## src/rtl/matvec_ctrl.sv

```systemverilog
// ----------------------------------------------------------------------------
// matvec_ctrl
//
// Control FSM for a KxK matrix-vector multiply datapath built from a matrix
// memory, a vector memory (both with 1-cycle registered read), a single MAC
// and an output register.
//
// A product starts with a first word whose new_matrix flag chooses between
// loading K*K matrix words followed by K vector words, or loading only the
// K vector words and reusing the stored matrix. Once the vector is loaded,
// the controller runs K row dot-products. Each product is K reads, one
// drain cycle, and then the row result is presented until it is accepted.
//
// Ports:
//   clk, reset            clock, synchronous active-high reset
//   input_valid/ready     input word handshake
//   new_matrix            sampled on the first word of a product only
//   output_valid/ready    row result handshake
//   wr_en_m, addr_m       matrix memory write strobe / address (wr and rd)
//   wr_en_v, addr_v       vector memory write strobe / address (wr and rd)
//   en_acc, acc_first     MAC accumulate enable / load-instead-of-add
// ----------------------------------------------------------------------------
module matvec_ctrl #(
    parameter int K      = 8,
    parameter int ADDR_M = $clog2(K*K),
    parameter int ADDR_V = $clog2(K)
) (
    input  logic              clk,
    input  logic              reset,
    input  logic              input_valid,
    output logic              input_ready,
    input  logic              new_matrix,
    output logic              output_valid,
    input  logic              output_ready,
    output logic              wr_en_m,
    output logic [ADDR_M-1:0] addr_m,
    output logic              wr_en_v,
    output logic [ADDR_V-1:0] addr_v,
    output logic              en_acc,
    output logic              acc_first
);

    typedef enum logic [2:0] {
        S_FIRST,
        S_LOAD_M,
        S_LOAD_V,
        S_COMPUTE,
        S_WAIT,
        S_OUT
    } state_t;

    localparam logic [ADDR_M-1:0] LP_M_LAST = ADDR_M'(K*K - 1);
    localparam logic [ADDR_M-1:0] LP_V_LAST = ADDR_M'(K - 1);
    localparam logic [ADDR_V-1:0] LP_RC_LAST = ADDR_V'(K - 1);

    state_t            r_state;
    logic [ADDR_M-1:0] r_cnt;
    logic [ADDR_V-1:0] r_row;
    logic [ADDR_V-1:0] r_col;
    logic              r_en_acc;
    logic              r_acc_first;

    logic              w_in_hs;
    logic [ADDR_M-1:0] w_rc_addr;

    assign w_in_hs   = input_valid && input_ready;
    // Row-major matrix read address for the current row/column.
    assign w_rc_addr = ADDR_M'(r_row) * ADDR_M'(K) + ADDR_M'(r_col);

    // Outputs are forced to zero while reset is high, so even the first
    // reset cycle (before the state register has returned to S_FIRST)
    // presents a quiet interface.
    always_comb begin
        input_ready  = 1'b0;
        output_valid = 1'b0;
        wr_en_m      = 1'b0;
        wr_en_v      = 1'b0;
        addr_m       = '0;
        addr_v       = '0;
        en_acc       = 1'b0;
        acc_first    = 1'b0;
        if (!reset) begin
            output_valid = (r_state == S_OUT);
            en_acc       = r_en_acc;
            acc_first    = r_acc_first;
            case (r_state)
                S_FIRST: begin
                    input_ready = 1'b1;
                    // new_matrix may be X when input_valid is low; the AND
                    // with input_valid keeps the strobes clean.
                    wr_en_m     = input_valid && new_matrix;
                    wr_en_v     = input_valid && !new_matrix;
                end
                S_LOAD_M: begin
                    input_ready = 1'b1;
                    wr_en_m     = input_valid;
                    addr_m      = r_cnt;
                    addr_v      = r_col;
                end
                S_LOAD_V: begin
                    input_ready = 1'b1;
                    wr_en_v     = input_valid;
                    addr_m      = w_rc_addr;
                    addr_v      = r_cnt[ADDR_V-1:0];
                end
                default: begin
                    // COMPUTE issues reads; WAIT/OUT keep the last read
                    // address stable because col stops at K-1.
                    addr_m = w_rc_addr;
                    addr_v = r_col;
                end
            endcase
        end
    end

    always_ff @(posedge clk) begin
        if (reset) begin
            r_state     <= S_FIRST;
            r_cnt       <= '0;
            r_row       <= '0;
            r_col       <= '0;
            r_en_acc    <= 1'b0;
            r_acc_first <= 1'b0;
        end else begin
            // Read data arrives one cycle after the address, so the MAC
            // controls trail the COMPUTE reads by one cycle.
            r_en_acc    <= (r_state == S_COMPUTE);
            r_acc_first <= (r_state == S_COMPUTE) && (r_col == '0);
            case (r_state)
                S_FIRST: begin
                    if (w_in_hs) begin
                        r_cnt   <= ADDR_M'(1);
                        r_state <= new_matrix ? S_LOAD_M : S_LOAD_V;
                    end
                end
                S_LOAD_M: begin
                    if (w_in_hs) begin
                        if (r_cnt == LP_M_LAST) begin
                            r_cnt   <= '0;
                            r_state <= S_LOAD_V;
                        end else begin
                            r_cnt <= r_cnt + 1'b1;
                        end
                    end
                end
                S_LOAD_V: begin
                    if (w_in_hs) begin
                        if (r_cnt == LP_V_LAST) begin
                            r_cnt   <= '0;
                            r_row   <= '0;
                            r_col   <= '0;
                            r_state <= S_COMPUTE;
                        end else begin
                            r_cnt <= r_cnt + 1'b1;
                        end
                    end
                end
                S_COMPUTE: begin
                    if (r_col == LP_RC_LAST) begin
                        r_state <= S_WAIT;
                    end else begin
                        r_col <= r_col + 1'b1;
                    end
                end
                S_WAIT: begin
                    r_state <= S_OUT;
                end
                S_OUT: begin
                    if (output_ready) begin
                        if (r_row == LP_RC_LAST) begin
                            r_state <= S_FIRST;
                        end else begin
                            r_row   <= r_row + 1'b1;
                            r_col   <= '0;
                            r_state <= S_COMPUTE;
                        end
                    end
                end
                default: begin
                    r_state <= S_FIRST;
                end
            endcase
        end
    end

endmodule

```

## config.mk

```make
export PLATFORM = sky130hd
export DESIGN_NAME = matvec_ctrl
export DESIGN_NICKNAME = d
export VERILOG_FILES = /design/src/rtl/matvec_ctrl.sv
export SDC_FILE = /design/constraint.sdc
export NUM_CORES = 1
export LEC_CHECK = 0
export CORE_ASPECT_RATIO = 0.6
export CORE_UTILIZATION = 53
export CTS_CLUSTER_DIAMETER = 100
export DETAILED_ROUTE_END_ITERATION = 16
export PLACE_DENSITY_LB_ADDON = 0.2
export SLEW_MARGIN = 30
export SYNTH_ARGS = -nofsm -noshare
export SYNTH_HDL_FRONTEND = slang
export SYNTH_SLANG_ARGS = --single-unit
```

## constraint.sdc

```tcl
create_clock -name clk -period 1.7 [get_ports clk]
set_input_delay 0.34 -clock clk [delete_from_list [all_inputs] [get_ports clk]]
set_output_delay 0.34 -clock clk [all_outputs]
set_load 0.01 [all_outputs]
```

==> run metrics <==
Worst EP required=1360 ps; Iter 0 DRT Violations=282; Setup crit end kind=output pin; sw power=0.518 mW; Final period util=106%; post-synth top area cell=dfxtp_1; failing checks=negative setup slack; Die Y=39.7 um; fin cells=240; sequential-to-total area share from yosys stat=27.1%; Initial Util=57.1%; post-DP HPWL=2.77 mm; Combinational Power Share=43.4%; R2R Path End=r_row[0]; IO Port Bufs=19; ys flop type=dfxtp_1; Vias per Instance=7.01; fill cell count=83; status=finished with violations; final hold vios=0; Hold Crit Start=r_cnt[3]; Total GRT Usage=36.9%; top-area cell type share of the netlist area=27.1%; first-pass GRT wire length=6.76 mm; Multi-input gate area=0.00101 mm2; placed inst area=0.00168 mm2; Switching Share=38.2%; #FFs+latches synth=17; gp weighted congestion=0.873; Sink Count=17; library cells used by synthesis=48; initial antenna violation count=0; via count=1682; largest net degree at the start of global routing=15; Max Cap Violations=0; Die ar.=0.00257 mm2; Cell Pwr Density=685 mW/mm2; HP Class=reg -> reg; number of global-route vias before repair=1350; critical path type=reg -> out; critical path fanouts, max=7; mapped cell area=0.00125 mm2; Reg area=358 um2; Worst Tran Pin Value=509 ps; final WL=5.63 mm; Hold Crit Depth=2; Post-Syn Nets=162; DRC violations left=0; RSZ-0062 raised after global routing=yes; crit start category=register; GR Overflow Total=0; final instance area=0.00198 mm2; TritonCTS clock tree=done; FP Rows=13; Slew Viols, Final=0; min cycle time layout=1800 ps; FF-to-FF Start=r_state[2]; layout cells sized above 1=47.6%; maximum vdd ir drop=0.771 mV; Internal=0.840 mW; ANT cells=0; Final Util=90.3%; WP data arrival=1460 ps; Die Width=64.8 um; drt first pass iters=6; Reg2Reg Depth=6; nets=222; worst-skew pair later-pin latency=260 ps; number of flops mapped to enable cells by yosys=0; ANT nets after route=0; Synth area leaders=dfxtp_1 27%, ha_1 6.0%, nor2_1 5.1%; Pwr Total=1.36 mW; Num CTS Buffers=3; final setup vio count=10; Max Root-Sink Buffers=2; FF-to-FF setup slack=-40 ps; Final WS setup=-99.3 ps; Final Skew=8.00 ps; Static Leakage=0.828 nW; hold endpoint=r_cnt[3]; clock share of power=24.4%; Avg WL per Cell=23.5 um; sequential power share=32.2%; Root Driver=clkbuf_8; Top Ports=20; Avg Inst Size Synth=8.30 um2; H-tree levels=1; Clock Pin Slew Worst Setup and Hold Paths=80 ps; Synth Instances=151; Slew HR=65.2%; FFs w/ async S/R, synth=0%; Peak Freq=0.556 GHz; placed insts=224; worst setup path startpoint=r_state[1]; Layout Area Growth over Synthesis=58.2%; YS warnings=0; Hold-fix buffers, CTS=0; core area=0.00220 mm2
## repair_timing
action | 4_1_cts | 5_1_grt
pin swaps | 4 | 16
endpoints found under the setup margin | 22 | 26
gates cloned | 1 | 1
buffers inserted | 5 | 5
resized for setup | 67 | 41
hold endpoints to repair | 0 | 0
## registers in the layout, summed over array words and instances, names as in the netlist
signal       cells
r_cnt            6
r_col            3
r_row            3
r_state          3
r_acc_first      1
r_en_acc         1
## cell type report
type	instances	area share, %
flip-flops and latches	17	18.0
well taps	30	1.89
repair buffers	62	25.6
multi-input cells	121	51.1
clock buffers	4	2.27
inverters	6	1.14
## synthesized netlist by cell type, drive strengths merged, types with 2 or more instances
library cell / number
and2: 2
nand2: 13
buf: 4
ha: 6
a2111oi: 2
a211oi: 3
clkbuf: 3
nor3: 3
a21o: 3
nor2b: 6
nor3b: 2
mux2i: 6
nand3: 2
o21ai: 7
nand4: 2
nand2b: 8
nor2: 17
a22oi: 8
a21oi: 4
dfxtp: 17
a31oi: 6
o211ai: 3
inv: 6
## metrics by stage
stage | setup slack, ps | setup TNS, ps | hold WS, ps
after floorplan | 90.4 | 0 | 418
after global placement | -506 | -8310 | 499
after detailed placement | -523 | -9000 | 499
after CTS | -13.3 | -26.3 | 515
after global routing | -182 | -1730 | 560
final | -99.3 | -573 | 557
## worst max path at each step
| stage | end | slack (ps) | cells after the start |
|---|---|---|---|
| global placement | wr_en_v | -510 | 4 |
| finish | addr_m[0] | -100 | 6 |
| detailed placement | wr_en_v | -520 | 4 |
| floorplan | wr_en_v | 90 | 3 |
| global route | r_col[2] | -180 | 6 |
| CTS | addr_m[4] | -10 | 6 |
## cells in the final DEF (no fill, tap or decap), types with 3 or more instances in the layout
master / instances
buf_6: 7
dfxtp_1: 7
dfxtp_2: 8
inv_2: 3
a21o_1: 3
nor2b_1: 5
ha_1: 3
buf_2: 11
mux2i_1: 5
nand2b_1: 7
o21ai_0: 5
a31oi_1: 6
dlygate4sd2_1: 4
nor2_1: 16
buf_4: 33
nand2_1: 12
a22oi_1: 3
clkbuf_8: 3
o211ai_1: 3
a22oi_2: 5
inv_1: 3
## power groups by stage
stage	logic [mW]	clock network, mW	registers [mW]
2_1_floorplan	0.229	0	0.439
3_3_place_gp	0.411	0	0.431
3_5_place_dp	0.425	0	0.432
4_1_cts	0.458	0.318	0.423
5_1_grt	0.602	0.338	0.438
6_report	0.589	0.332	0.438
## worst max-delay path, cell delays in order, from the launching register on
cell and delay, ps:
dfxtp_4 370, buf_6 120, nor3b_4 200, buf_6 180, a22oi_1 70, nor2_1 110
buf_2 140
## logic make-up after synthesis
kind of cell	Yosys count	share of synthesized area [%]
mux	7	5.69
fa+ha+maj	6	5.99
compound gates	45	26.6
buf+inv	13	4.29
flops	17	27.1
simple gates	62	29.5
xor+xnor	1	0.699
## metal layers
metal	vias up	global-route usage, %	wire length (um)
met5	-	0	0
met4	0	16.1	383
met3	56	7.56	694
met2	171	60.9	2430
met1	772	47.4	2120
li1	683	-	-
Power figures use the tool's default switching activity.
